<file path="src/rtl/cmd_rcv.sv">
// cmd_rcv: 8N1 serial receiver that assembles three accepted bytes into one 24-bit command frame.
// Latency: cfg_data/frm_rdy update one clock after the stop-bit sample of the third byte.
// Backpressure: none; a frame arriving while frm_rdy is still set overwrites cfg_data and sets sticky frm_ovr.
// Optional: define CMD_RCV_TIMEOUT_EN to drop partial frames after TIMEOUT_CYC idle clocks.
module cmd_rcv #(
  parameter int BAUD_DIV    = 2604,
  parameter int TIMEOUT_CYC = 500000
) (
  input  logic        clk,
  input  logic        rst_n,
  input  logic        RX,
  input  logic        clr_rdy,
  output logic [23:0] cfg_data,
  output logic        frm_rdy,
  output logic        frm_ovr
);

  localparam int CW = 12;
  localparam logic [CW-1:0] BAUD_FULL = CW'(BAUD_DIV);
  localparam logic [CW-1:0] BAUD_HALF = CW'(BAUD_DIV / 2);

  // Reject parameter values the 12-bit baud counter cannot represent.
  if (BAUD_DIV < 16 || BAUD_DIV > 4095 || TIMEOUT_CYC < 1) begin : g_bad_param
    $error("cmd_rcv: BAUD_DIV must be 16..4095 and TIMEOUT_CYC positive");
  end

  typedef enum logic [1:0] {S_IDLE, S_START, S_DATA, S_STOP} state_t;

  logic          rx_meta_q, rx_sync_q, rx_prev_q;
  state_t        state_q, state_d;
  logic [CW-1:0] cnt_q, cnt_d;
  logic [2:0]    bit_cnt_q, bit_cnt_d;
  logic [7:0]    shr_q, shr_d;
  logic [1:0]    byte_cnt_q, byte_cnt_d;
  logic [23:0]   asm_q, asm_d;
  logic          done_q, done_d;
  logic [23:0]   cfg_q, cfg_d;
  logic          rdy_q, rdy_d;
  logic          ovr_q, ovr_d;
  logic          fall;
  logic          tick;

  // A counter value of 1 marks the last clock of the current interval, so a
  // reload of N gives an exact N-clock period with no doubled or skipped sample.
  assign fall = rx_prev_q & ~rx_sync_q;
  assign tick = (cnt_q == CW'(1));

`ifdef CMD_RCV_TIMEOUT_EN
  logic [31:0] idle_q, idle_d;
  logic        timeout_hit;

  assign timeout_hit = (idle_q == 32'(TIMEOUT_CYC));

  // Idle counter runs only while a partial frame waits in IDLE; any start edge restarts it.
  always_comb begin
    idle_d = idle_q;
    if (state_q != S_IDLE || byte_cnt_q == 2'd0 || fall) begin
      idle_d = '0;
    end else if (!timeout_hit) begin
      idle_d = idle_q + 32'd1;
    end
  end

  // Idle counter register.
  always_ff @(posedge clk or negedge rst_n) begin
    if (!rst_n) begin
      idle_q <= '0;
    end else begin
      idle_q <= idle_d;
    end
  end
`endif

  // Two-flop synchronizer plus one history flop for start-edge detection; idle level is 1.
  always_ff @(posedge clk or negedge rst_n) begin
    if (!rst_n) begin
      rx_meta_q <= 1'b1;
      rx_sync_q <= 1'b1;
      rx_prev_q <= 1'b1;
    end else begin
      rx_meta_q <= RX;
      rx_sync_q <= rx_meta_q;
      rx_prev_q <= rx_sync_q;
    end
  end

  // Receiver next-state: bit timing, byte shifting and frame assembly.
  always_comb begin
    state_d    = state_q;
    cnt_d      = cnt_q;
    bit_cnt_d  = bit_cnt_q;
    shr_d      = shr_q;
    byte_cnt_d = byte_cnt_q;
    asm_d      = asm_q;
    done_d     = 1'b0;
    case (state_q)
      S_IDLE: begin
        if (fall) begin
          state_d = S_START;
          cnt_d   = BAUD_HALF;
        end
`ifdef CMD_RCV_TIMEOUT_EN
        else if (timeout_hit) begin
          byte_cnt_d = 2'd0;
        end
`endif
      end
      S_START: begin
        if (tick) begin
          if (rx_sync_q) begin
            state_d = S_IDLE;
            cnt_d   = '0;
          end else begin
            state_d   = S_DATA;
            cnt_d     = BAUD_FULL;
            bit_cnt_d = 3'd0;
          end
        end else begin
          cnt_d = cnt_q - CW'(1);
        end
      end
      S_DATA: begin
        if (tick) begin
          shr_d     = {rx_sync_q, shr_q[7:1]};
          cnt_d     = BAUD_FULL;
          bit_cnt_d = bit_cnt_q + 3'd1;
          if (bit_cnt_q == 3'd7) begin
            state_d = S_STOP;
          end
        end else begin
          cnt_d = cnt_q - CW'(1);
        end
      end
      S_STOP: begin
        if (tick) begin
          state_d = S_IDLE;
          cnt_d   = '0;
          if (rx_sync_q) begin
            case (byte_cnt_q)
              2'd0: begin
                asm_d[23:16] = shr_q;
                byte_cnt_d   = 2'd1;
              end
              2'd1: begin
                asm_d[15:8] = shr_q;
                byte_cnt_d  = 2'd2;
              end
              default: begin
                asm_d[7:0] = shr_q;
                byte_cnt_d = 2'd0;
                done_d     = 1'b1;
              end
            endcase
          end else begin
            // Framing error: the whole partial frame is abandoned.
            byte_cnt_d = 2'd0;
          end
        end else begin
          cnt_d = cnt_q - CW'(1);
        end
      end
      default: begin
        state_d = S_IDLE;
        cnt_d   = '0;
      end
    endcase
  end

  // Receiver state registers.
  always_ff @(posedge clk or negedge rst_n) begin
    if (!rst_n) begin
      state_q    <= S_IDLE;
      cnt_q      <= '0;
      bit_cnt_q  <= '0;
      shr_q      <= '0;
      byte_cnt_q <= '0;
      asm_q      <= '0;
      done_q     <= 1'b0;
    end else begin
      state_q    <= state_d;
      cnt_q      <= cnt_d;
      bit_cnt_q  <= bit_cnt_d;
      shr_q      <= shr_d;
      byte_cnt_q <= byte_cnt_d;
      asm_q      <= asm_d;
      done_q     <= done_d;
    end
  end

  // Output frame handoff: completion sets ready (winning over a clear) and flags overruns.
  always_comb begin
    cfg_d = cfg_q;
    rdy_d = rdy_q;
    ovr_d = ovr_q;
    if (clr_rdy) begin
      rdy_d = 1'b0;
    end
    if (done_q) begin
      cfg_d = asm_q;
      rdy_d = 1'b1;
      if (rdy_q && !clr_rdy) begin
        ovr_d = 1'b1;
      end
    end
  end

  // Output registers.
  always_ff @(posedge clk or negedge rst_n) begin
    if (!rst_n) begin
      cfg_q <= '0;
      rdy_q <= 1'b0;
      ovr_q <= 1'b0;
    end else begin
      cfg_q <= cfg_d;
      rdy_q <= rdy_d;
      ovr_q <= ovr_d;
    end
  end

  assign cfg_data = cfg_q;
  assign frm_rdy  = rdy_q;
  assign frm_ovr  = ovr_q;

endmodule

</file>
<file path="config.mk">
export PLATFORM = sky130hd
export DESIGN_NAME = cmd_rcv
export DESIGN_NICKNAME = d
export VERILOG_FILES = /design/src/rtl/cmd_rcv.sv
export SDC_FILE = /design/constraint.sdc
export NUM_CORES = 1
export LEC_CHECK = 0
export ABC_AREA = 1
export CORE_ASPECT_RATIO = 0.7
export CORE_MARGIN = 1
export CORE_UTILIZATION = 55
export CTS_BUF_LIST = sky130_fd_sc_hd__clkbuf_8 sky130_fd_sc_hd__clkbuf_16
export CTS_CLUSTER_SIZE = 14
export DETAILED_ROUTE_END_ITERATION = 10
export GPL_TIMING_DRIVEN = 0
export PLACE_DENSITY = 0.78
export SLEW_MARGIN = 20
export SYNTH_ARGS = -nofsm -noshare
export SYNTH_HDL_FRONTEND = slang
export SYNTH_SLANG_ARGS = --single-unit
export TNS_END_PERCENT = 30
</file>
<file path="constraint.sdc">
create_clock -name clk -period 1.66 [get_ports clk]
set_input_delay 0.166 -clock clk [delete_from_list [all_inputs] [get_ports clk]]
set_output_delay 0.166 -clock clk [all_outputs]
set_load 0.005 [all_outputs]
</file>
=== Word-level counts from Yosys, hierarchy flattened ===
Cells that the tools add are included.

* Word-level logic and storage cells: 72
* Output and inout bits: 26
* Bits of input ports: 4
* Register bits after elaboration: 81

* Equal/unequal tests: 12
* Mux-type cells: 25
* Add/sub/neg operators: 2
* Reduce and logical (&&, ||, !) cells: 15
* Bitwise logic cells: 3

{| class="wikitable"
|+ Operator list
! cell !! number
|-
| 12-bit two-way mux || 5
|-
| 12-bit case mux with 4 select lines || 1
|-
| 4-bit AND reduction || 4
|-
| 2-bit two-way mux || 7
|-
| 12-bit by 1-bit == test with 1-bit output (second input constant) || 1
|-
| 2-bit != test (second input constant) || 6
|-
| 12-bit by 1-bit subtractor with 12-bit output (second input constant) || 1
|-
| 3-bit two-way mux || 3
|-
| 2-bit case mux with 4 select lines || 1
|-
| 1-bit two-way mux || 6
|-
| 3-bit case mux with 2 select lines || 1
|-
| 2-bit AND reduction || 3
|-
| 5-bit AND reduction || 1
|-
| 2-bit by 1-bit == test with 1-bit output (second input constant) || 2
|-
| 2-bit == test (second input constant) || 2
|-
| 2-bit zero test || 2
|-
| 2-bit case mux with 2 select lines || 1
|-
| 2-bit nonzero test || 2
|-
| 3-bit by 1-bit adder with 3-bit output (second input constant) || 1
|-
| 3-bit == test (second input constant) || 1
|-
| 1-bit inverter || 2
|-
| 2-bit OR reduction || 1
|-
| 1-bit bitwise AND || 1
|-
| 1-bit logical AND || 1
|-
| 1-bit zero test || 1
|}

=== Logic depth before layout (Yosys ltp) ===
Gate-level depths: netlist of run 1.

* Depth in word-level cells: 6
* Mapped depth: 10
* Mapped depth without buffers: 9

=== Worst setup path after synthesis of run 1 ===
Ideal clock, no wire load.

* Path kind: reg-to-reg
* Start point: register cnt_q[1]
* End point: register shr_q[6]
* Setup slack: 151 ps
* Library setup time: 120 ps
* Required time: 1540 ps
* Cell stages (with the launch flop): 11
* Buffers on the path: 1
* Clock period less this slack: 1509 ps
* Arrival: 1389 ps
* Path through: dfrtp_1 inv_1 ha_1 nand2_1 nor2_2 nand2_2 nor2_4 nand2_4 buf_6 nand2_1 o21ai_2

* Longest elaborated chain between the ends: 2

{| class="wikitable"
|+ Ends and longest elaborated chain
! element !! RTL line !! RTL
|-
| start: declaration || 31 || <nowiki>logic [CW-1:0] cnt_q, cnt_d;</nowiki>
|-
| start signal: assignment || 181 || <nowiki>cnt_q <= cnt_d;</nowiki>
|-
| 12-bit by 1-bit == test with 1-bit output || 46 || <nowiki>assign tick = (cnt_q == CW'(1));</nowiki>
|-
| 2-bit AND reduction (no line) || n/a ||
|-
| end signal: assignment || 183 || <nowiki>shr_q <= shr_d;</nowiki>
|-
| end: declaration || 33 || <nowiki>logic [7:0] shr_q, shr_d;</nowiki>
|}

Every way passes these cells.
A chain may end at the register's enable or synchronous reset.

=== Worst setup path in the final report of run 1 ===
* Start point: register cnt_q[1]
* End point: register shr_q[7]

Same word-level chain as after synthesis.

==> summary.txt, run 1 <==
Outcome
  – Result of the run: complete, but fails checks
  – Failing checks: design-rule violations

Route
  – Per-cell routed wire length: 13.8 um
  – Post-route DRC violation count: 6
  – Detailed-router iteration count before antenna repair: 7
  – Antenna-violating nets left: 0
  – Total wire length: about 7.0 mm
  – Mean number of vias per cell: 5.22
  – Vias: roughly 2600
  – Detailed Route Iter0 Violations: roughly 140

Global route
  – Pin count of the biggest net entering global routing: 43
  – Total overflow reported by the global router: 0
  – Number of global-route vias before repair: 2568
  – First-pass GRT wire length: 12.4 mm
  – Number of antenna violations at the first check in global routing: 0
  – GRT Util Overall: about a quarter

Placement
  – Final HPWL DP: between 4 and 5 mm
  – Cell total after placement: 484
  – Final GP Congestion: 0.815
  – Area of placed instances: 3960 sq um
  – Buffers added on ports: 29

Critical path
  – Type of the setup path with the least slack: reg2reg
  – Critical path required time: roughly 1900 ps
  – Worst reg2reg startpoint: cnt_q[1]
  – Kind of start point of the critical path: flop
  – Flop2flop setup slack: 100 ps
  – Cell breakdown of the critical path: inv_2 -> ha_2 -> nand2_1 -> nor2_2 -> nand2_2 -> nor2_4 -> nand2_4 -> buf_4 -> nand2_1 -> o21ai_2
  – Data arrival, critical path: between 1500 and 2000 ps
  – Setup crit start: cnt_q[1]
  – CP Max Fanout: 4
  – Slowest cell on crit path: sky130_fd_sc_hd__dfrtp_1
  – Critical path's most frequent cell: sky130_fd_sc_hd__nand2_1
  – Max stage delay on crit path: 390 ps
  – CP Capture Point: shr_q[7]
  – Dominant delay contributor by cell family on the critical path: simple AND/OR/NAND/NOR gates
  – Critical Path Sink Type: flop
  – Reg2reg end: shr_q[7]
  – Buf/Inv on CP: 2
  – Logic depth of the worst register-to-register path: 10
  – Number of stages on the worst setup path: 10

Min path
  – Class of the tightest hold or removal check: in2reg

Final layout
  – Most common cell after layout, fill and taps aside: sky130_fd_sc_hd__nand2_1
  – Share of layout cells above drive strength 1: roughly 18%
  – Final std cells w/o fill: 507
  – Antenna diode instance count: 0
  – Signed area change from the synthesized netlist to the final layout: 20.8%
  – Commonest cells after routing, fill and taps aside: 140 x sky130_fd_sc_hd__nand2_1, 76 x sky130_fd_sc_hd__dfrtp_1, 28 x sky130_fd_sc_hd__clkdlybuf4s50_1
  – Fin nets: between 400 and 500
  – Fill cell count: ~500
  – Cell area after layout: 4300 sq um

Die
  – Number of top-level pins: 30
  – Floorplan die height: 69.3 um
  – Initial Utilization: between 50% and 60%
  – Chip width: 98.1 um
  – Die Outline Area: 6790 sq um
  – Core Area: 6250 sq um
  – Num rows: 24

STA
  – Maximum clock frequency: 641 MHz
  – Setup repair after global routing missed its margin: yes
  – Worst hold slack after final layout: 215 ps
  – Total count of hold-check failures in the final report: 0
  – Worst-Margin Slew: 503 ps
  – Worst relative slew slack: 66.5%
  – Final count of negative-setup-slack endpoints: 0
  – Final period utilization: between 90 and 100%
  – Post-route minimum period: 1560 ps
  – Max-slew violation total from the final report: 0
  – Post-Route Skew: around 12 ps
  – TNS Setup: 0 ps

Logic synthesis
  – Number of unique standard cell types used by synthesis: 32
  – Predominant post-synthesis flop cell: sky130_fd_sc_hd__dfrtp_1
  – Cells after Synth: between 300 and 400
  – Top cell type's share of synthesized area: 54.9%
  – Top cells by area in the synthesized netlist: sky130_fd_sc_hd__dfrtp_1 55%, sky130_fd_sc_hd__nand2_1 15%, sky130_fd_sc_hd__o21ai_2 4.2%
  – Sequential element share of the synthesized area: 57.1%
  – Nets in the synthesized netlist: 384
  – Cell taking the most area after synthesis: sky130_fd_sc_hd__dfrtp_1
  – Yosys warning count: 0
  – Synthesized area: 3550 sq um
  – Post-synthesis register bit count: 81
  – Post-synth EDFFs: 0
  – Asr flop ratio synth: 100%
  – Post-Syn Area per Cell: 9.45 sq um

Power
  – Worst vdd ir: between 0.0005 and 0.0006 V
  – Power Total: about 5.4 mW
  – Leakage Power: about 2.1 nW
  – Power density normalized to cell area: 1250 nW/um^2

Clock tree
  – Clock latency on the worst-skew pair: 360 ps
  – Number of buffers between clock root and the deepest sink: 2
  – Sink count of the clock tree: 81
  – H-tree levels: 3
  – Cell at the root of the clock tree: sky130_fd_sc_hd__clkbuf_8
  – TritonCTS clock tree: yes
  – Clock buffer count from CTS: 9
  – Clock transition at the registers of the reported paths: 80 ps

Flow run
  – Max cap viols: 0
registers in the layout, summed over array words and instances (netlist names), named ones only:
name        cells
state_q         1
rx_prev_q       1
rx_sync_q       1
asm_q          24
bit_cnt_q       3
byte_cnt_q      2
frm_ovr         1
cnt_q          12
shr_q           8
done_q          1
cfg_data       24
rx_meta_q       1
frm_rdy         1
cells in the mapped netlist (2+ instances only):
library cell / count
sky130_fd_sc_hd__nand2_1: 141
sky130_fd_sc_hd__dfrtp_1: 78
sky130_fd_sc_hd__inv_1: 25
sky130_fd_sc_hd__o21ai_1: 18
sky130_fd_sc_hd__o21ai_2: 17
sky130_fd_sc_hd__nor2_1: 12
sky130_fd_sc_hd__o21ai_0: 11
sky130_fd_sc_hd__nand3_1: 10
sky130_fd_sc_hd__xor2_1: 6
sky130_fd_sc_hd__a21oi_1: 5
sky130_fd_sc_hd__clkbuf_1: 5
sky130_fd_sc_hd__nand2_2: 5
sky130_fd_sc_hd__ha_1: 4
sky130_fd_sc_hd__inv_2: 4
sky130_fd_sc_hd__nand4_1: 4
sky130_fd_sc_hd__nor2_4: 4
sky130_fd_sc_hd__dfstp_2: 3
sky130_fd_sc_hd__nand2_4: 3
sky130_fd_sc_hd__nor2_2: 3
sky130_fd_sc_hd__buf_2: 2
sky130_fd_sc_hd__buf_6: 2
sky130_fd_sc_hd__nand4_4: 2
sky130_fd_sc_hd__nor2_8: 2
sky130_fd_sc_hd__xnor2_1: 2
area by class of cell:
| type | instances | area [sq um] | area share [%] |
|---|---|---|---|
| flip-flops and latches | 81 | 2030 | 47.3 |
| multi-input cells | 255 | 1370 | 31.8 |
| repair buffers | 37 | 363 | 8.45 |
| clock inverters | 7 | 141 | 3.29 |
| clock buffers | 9 | 124 | 2.88 |
| inverters | 30 | 113 | 2.62 |
| well taps | 78 | 97.6 | 2.27 |
| plain buffers | 10 | 58.8 | 1.37 |
stage by stage:
stage / util (%) / worst slack (ps)
after floorplan: - / 151
after global placement: 63.1 / -2420
after detailed placement: 63.4 / -51.5
after CTS: 68.1 / 20.7
after global routing: 68.8 / -8.07
final: 68.8 / 99.0
report_power, final:
group          switching, mW  internal (mW)
logic                  0.696          0.388
clock network          0.734           1.16
registers              0.226           2.15
routing by layer:
metal  GRT usage (%)  vias up  part of all wire, %
li1                -     1298                    -
met1            34.5     1289                   48
met2            35.1       51                   45
met3            5.75       11                  5.0
met4            6.57        0                  1.4
met5               0        -                    0
how the worst min path moves through the flow:
stage,cells past startpoint,slack [ps],endpoint,from
after floorplan,0,-130,asynchronous set/reset pin,rst_n
after global placement,0,350,rx_sync_q,rx_meta_q
after detailed placement,1,180,frm_ovr,rst_n
after CTS,1,200,rx_meta_q,RX
after global routing,1,210,rx_meta_q,RX
final,1,210,rx_meta_q,RX
what timing repair did:
item	4_1_cts	5_1_grt
hold buffers	1	0
resized for setup	2	5
buffers inserted	2	4
endpoints found under the hold margin	39	0
pin swaps	1	3
setup endpoints to repair	1	27
cells by family after synthesis:
logic type	Yosys count	share of synthesized area, %
DFF	81	57.1
AOI/OAI and AO/OA	53	9.36
xor gates and xnor gates	8	1.97
buffers and inverters	40	4.82
and+or+nand+nor	190	25.3
adders and majority gates	4	1.41
No activity file was read; power rests on OpenSTA's default activity.
==> inputs of run 2 (changes only) <==
Settings changed: CORE_ASPECT_RATIO 0.7 to default, CTS_BUF_LIST sky130_fd_sc_hd__clkbuf_8 sky130_fd_sc_hd__clkbuf_16 to sky130_fd_sc_hd__clkbuf_8.
==> summary.txt, run 2 (synthesized netlist as in run 1, its figures left out) <==
Power
  – Internal power: 3.26 mW
  – Power density normalized to cell area: 1150 nW/um^2
  – Switching power share of the total: 33.6%
  – Psw: between 1.5 and 2 mW
  – Leakage Power: 2.10 nW
  – Part of the power in the clock network: 30.0%
  – Part of the power in registers: 48.4%
  – Comb power frac: 21.6%
  – Worst vdd ir: 0.000868 V

Final layout
  – Cell area after layout: 4280 sq um
  – Fill cell count: 454
  – Fin nets: 432
  – Commonest cells after routing, fill and taps aside: 140 x sky130_fd_sc_hd__nand2_1, 76 x sky130_fd_sc_hd__dfrtp_1, 28 x sky130_fd_sc_hd__clkdlybuf4s50_1
  – Final std cells w/o fill: approximately 500
  – Share of layout cells above drive strength 1: between 10% and 20%
  – Signed area change from the synthesized netlist to the final layout: 20.4%
  – Most common cell after layout, fill and taps aside: sky130_fd_sc_hd__nand2_1
  – Antenna diode instance count: 0

Route
  – Mean number of vias per cell: a little over 5
  – Per-cell routed wire length: roughly 13 um
  – Detailed-router iteration count before antenna repair: 4
  – Total wire length: approximately 6.7 mm
  – Post-route DRC violation count: 0
  – Detailed Route Iter0 Violations: between 100 and 150
  – Vias: 2590
  – Antenna-violating nets left: 0

Clock tree
  – H-tree levels: 3
  – Clock buffer count from CTS: 9
  – Cell at the root of the clock tree: sky130_fd_sc_hd__clkbuf_8
  – Sink count of the clock tree: 81
  – Number of buffers between clock root and the deepest sink: 2
  – Clock latency on the worst-skew pair: 360 ps
  – Clock transition at the registers of the reported paths: approximately 80 ps
  – TritonCTS clock tree: yes

Global route
  – Most Crowded Layer GR: met2
  – Global routing usage on met1: 33.0%
  – Pin count of the biggest net entering global routing: 61
  – Met3 usage: 4.62%
  – First-pass GRT wire length: 11.6 mm
  – Number of global-route vias before repair: 2460
  – Number of antenna violations at the first check in global routing: 0
  – Met2 usage in global routing: approximately a third
  – GRT Util Overall: 23.6%
  – Total overflow reported by the global router: 0

Die
  – Core Area: approximately 6100 sq um
  – Chip width: around 82 um
  – Floorplan die height: 82.4 um
  – Initial Utilization: 58.6%
  – Number of top-level pins: 30
  – Die Outline Area: 6790 sq um
  – Num rows: 28

Critical path
  – Critical path required time: 1910 ps
  – CP Max Fanout: 10
  – Kind of start point of the critical path: flop
  – Critical Path Sink Type: flop
  – Data arrival, critical path: about 1900 ps
  – Type of the setup path with the least slack: reg2reg

Min path
  – Class of the tightest hold or removal check: in2reg

STA
  – Worst relative slew slack: 72.2%
  – Post-Route Skew: 13.6 ps
  – Post-route minimum period: around 1600 ps
  – Final period utilization: 96.3%
  – Max-slew violation total from the final report: 0
  – Final count of negative-setup-slack endpoints: 0
  – Setup repair after global routing missed its margin: yes
  – Worst hold slack after final layout: 204 ps
  – Total count of hold-check failures in the final report: 0
  – Worst-Margin Slew: 418 ps
  – TNS Setup: 0 ps
  – Maximum clock frequency: 626 MHz

Placement
  – Area of placed instances: 3960 sq um
  – Cell total after placement: 481
  – Final GP Congestion: 0.787
  – Buffers added on ports: 29
  – Final HPWL DP: 4.47 mm

Outcome
  – Result of the run: completed

Flow run
  – Max cap viols: 0
==> run 2: cell types whose count changed in the layout (fill, tap and decap cells not counted), sizes merged <==
cell | before | now
bufinv | 4 | 1
clkinv | 1 | 2
clkbuf | 14 | 15
inv | 32 | 31
clkinvlp | 0 | 2
==> run 2: critical path: stages (launching register included) <==
cell	delay, ps
sky130_fd_sc_hd__dfstp_2	550
sky130_fd_sc_hd__inv_1	170
sky130_fd_sc_hd__nor2_8	220
sky130_fd_sc_hd__nand3_4	100
sky130_fd_sc_hd__nor2_4	110
sky130_fd_sc_hd__nand2_4	80
sky130_fd_sc_hd__buf_6	160
sky130_fd_sc_hd__nand2_2	60
sky130_fd_sc_hd__o21ai_2	40
==> run 2: area by class of cell <==
cell class	instances	area, sq um	share of cell area [%]
flip-flops and latches	81	2030	47.5
multi-input cells	255	1390	32.4
repair buffers	37	383	8.95
clock buffers	10	138	3.22
inverters	30	113	2.63
well taps	75	93.8	2.19
plain buffers	10	67.6	1.58
clock inverters	6	66.3	1.55
==> run 2: metal layers <==
layer	part of all wire [%]	vias up
li1	-	1298
met2	45	42
met1	49	1236
met3	3.5	14
met5	0	-
met4	2.4	0
==> run 2: worst paths after layout <==
check | end | startpoint | depth (start not counted) | slack (ps)
min reg2reg | rx_sync_q | rx_meta_q | 0 | 360
min in group asynchronous | cnt_q[3] | rst_n | 2 | 240
max reg2reg | asm_q[22] | rx_sync_q | 8 | 60
max | asm_q[22] | rx_sync_q | 8 | 60
max in group asynchronous | asm_q[7] | rst_n | 3 | 850
min | rx_meta_q | RX | 1 | 200
==> run 2: power by group through the flow <==
stage	registers [mW]	logic (mW)	clock network (mW)
after global placement	2.38	0.973	0
after floorplan	2.35	0.811	0
after detailed placement	2.39	1.02	0
after global routing	2.40	1.21	1.57
after CTS	2.36	1.03	1.50
final	2.38	1.06	1.47
==> run 2: what timing repair did <==
item,CTS,global route
gates resized for setup,3,12
hold endpoints to repair,21,0
pin swaps,1,3
setup endpoints to repair,2,25
buffers inserted,3,3
hold buffers,1,0
==> run 2: metrics by stage <==
stage,worst slack (ps),util [%],power (mW)
after floorplan,151,-,3.16
after global placement,-2350,65.0,3.35
after detailed placement,-34.1,65.4,3.41
after CTS,29.2,69.4,4.89
after global routing,-30.3,70.6,5.18
final,61.4,70.6,4.92
==> inputs of run 3 (changes only) <==
Settings changed: CORE_UTILIZATION 55 to 37, PLACE_DENSITY 0.78 to 0.57, RECOVER_POWER from default to 100.
==> summary.txt, run 3 (synthesized netlist as in run 1, its figures left out) <==
Final layout
  – Area of combinational cells with multiple inputs: around 1300 sq um
  – Signed area change from the synthesized netlist to the final layout: 20.3%
  – Share of layout cells above drive strength 1: 17.1%
  – Antenna diode instance count: 0
  – Commonest cells after routing, fill and taps aside: 142 x sky130_fd_sc_hd__nand2_1, 76 x sky130_fd_sc_hd__dfrtp_1, 28 x sky130_fd_sc_hd__dlygate4sd3_1
  – Post-layout utilization of the core: 46.1%
  – Fill cell count: 949
  – Fin nets: 430
  – Register area: 2030 sq um
  – Most common cell after layout, fill and taps aside: sky130_fd_sc_hd__nand2_1

Power
  – Worst vdd ir: 0.000589 V
  – Leakage Power: roughly 2.2 nW
  – Power density normalized to cell area: 1160 nW/um^2
  – Power Total: 4.94 mW

Global route
  – Number of antenna violations at the first check in global routing: 0
  – Total overflow reported by the global router: 0
  – Number of global-route vias before repair: 2458
  – First-pass GRT wire length: roughly 12 mm
  – GRT Util Overall: 15.2%
  – Pin count of the biggest net entering global routing: 56

STA
  – Final count of negative-setup-slack endpoints: 0
  – Total count of hold-check failures in the final report: 0
  – Worst-Margin Slew: 663 ps
  – Worst relative slew slack: between 50% and 60%
  – Maximum clock frequency: 634 MHz
  – TNS Setup: 0 ps
  – Post-Route Skew: about 6.7 ps
  – Post-route minimum period: ~1600 ps
  – Final period utilization: 95.0%
  – Setup repair after global routing missed its margin: no
  – Max-slew violation total from the final report: 0

Critical path
  – Flop2flop setup slack: 80 ps
  – Kind of start point of the critical path: flop
  – Type of the setup path with the least slack: reg2reg
  – CP Max Fanout: 10
  – Data arrival, critical path: 1810 ps
  – Reg2reg end: asm_q[23]
  – Max stage delay on crit path: 550 ps
  – Slowest cell on crit path: sky130_fd_sc_hd__dfstp_2
  – Critical path required time: 1900 ps
  – Logic depth of the worst register-to-register path: 8
  – Dominant delay contributor by cell family on the critical path: simple AND/OR/NAND/NOR gates
  – Cell breakdown of the critical path: inv_1 -> nor2_8 -> nand3_4 -> nor2_4 -> nand2_4 -> buf_6 -> nand2_1 -> o21ai_2
  – Worst reg2reg startpoint: rx_sync_q
  – Critical Path Sink Type: flop
  – Buf/Inv on CP: 2

Min path
  – Destination of the worst hold path: rx_meta_q
  – Hold Path Stages: 1
  – Startpoint of the tightest hold check path: RX
  – Class of the tightest hold or removal check: in2reg

Clock tree
  – Clock transition at the registers of the reported paths: 80 ps
  – Clock latency on the worst-skew pair: 350 ps
  – Number of buffers between clock root and the deepest sink: 2
  – Cell at the root of the clock tree: sky130_fd_sc_hd__clkbuf_8
  – Clock buffer count from CTS: 9
  – TritonCTS clock tree: yes
  – Sink count of the clock tree: 81
  – H-tree levels: 3

Route
  – Detailed-router iteration count before antenna repair: 4
  – Total wire length: 6.69 mm
  – Detailed Route Iter0 Violations: 121
  – Antenna-violating nets left: 0
  – Mean number of vias per cell: approximately 4.6
  – Post-route DRC violation count: 0
  – Per-cell routed wire length: 12.0 um
  – Vias: 2562

Die
  – Number of top-level pins: 30
  – Num rows: 35
  – Core Area: between 9000 and 10000 sq um
  – Initial Utilization: 38.3%
  – Die Outline Area: 10000 sq um
  – Chip width: 100 um
  – Floorplan die height: 100 um

Flow run
  – Max cap viols: 0

Placement
  – Buffers added on ports: 29
  – Final HPWL DP: 4.69 mm
  – Final GP Congestion: 0.784

Outcome
  – Result of the run: completed
[run 3: cell type report]
class | instances | area share, %
inverters | 30 | 2.63
well taps | 129 | 3.77
clock inverters | 5 | 1.46
clock buffers | 11 | 3.54
plain buffers | 10 | 1.43
repair buffers | 35 | 8.16
flip-flops and latches | 81 | 47.5
multi-input cells | 255 | 31.5
[run 3: timing repair]
item / in CTS / in global routing
endpoints found under the hold margin: 26 / 0
gates resized for setup: 3 / 8
buffers inserted: 1 / 3
setup endpoints to repair: 2 / 24
hold buffers: 1 / 0
pin swaps: 1 / 3
[run 3: report_power, final]
part	leakage [nW]	switching [mW]	internal, mW
Clock	0.102	0.725	0.785
Sequential	1.09	0.212	2.15
Combinational	0.966	0.687	0.383
[run 3: how the worst max path moves through the flow]
stage / from / endpoint / slack (ps) / cells after the start
after floorplan: cnt_q[1] / shr_q[6] / 150 / 10
after global placement: rst_n / bit_cnt_q[1] / -2520 / 1
after detailed placement: cnt_q[1] / shr_q[6] / -30 / 10
after CTS: cnt_q[1] / shr_q[6] / 20 / 10
after global routing: done_q / cfg_data[14] / 3 / 5
final: rx_sync_q / asm_q[23] / 80 / 8
[run 3: stage by stage]
step | setup WS (ps) | hold WS [ps] | std cells | instance area (sq um)
2_1_floorplan | 151 | -130 | 376 | 3550
3_5_place_dp | -25.6 | 107 | 535 | 4030
6_report | 83.6 | 348 | 556 | 4280
5_1_grt | 3.01 | 343 | 556 | 4280
4_1_cts | 15.4 | 195 | 553 | 4280
3_3_place_gp | -2520 | 347 | 534 | 4010
[run 3: routing by layer]
| layer | vias up | routed length [um] | share of wire (%) | GRT usage [%] |
|---|---|---|---|---|
| met4 | 0 | 103 | 1.5 | 6.02 |
| li1 | 1291 | - | - | - |
| met3 | 10 | 213 | 3.2 | 3.97 |
| met2 | 37 | 3160 | 47 | 24.6 |
| met1 | 1224 | 3210 | 48 | 19.6 |
| met5 | - | 0 | 0 | 0 |
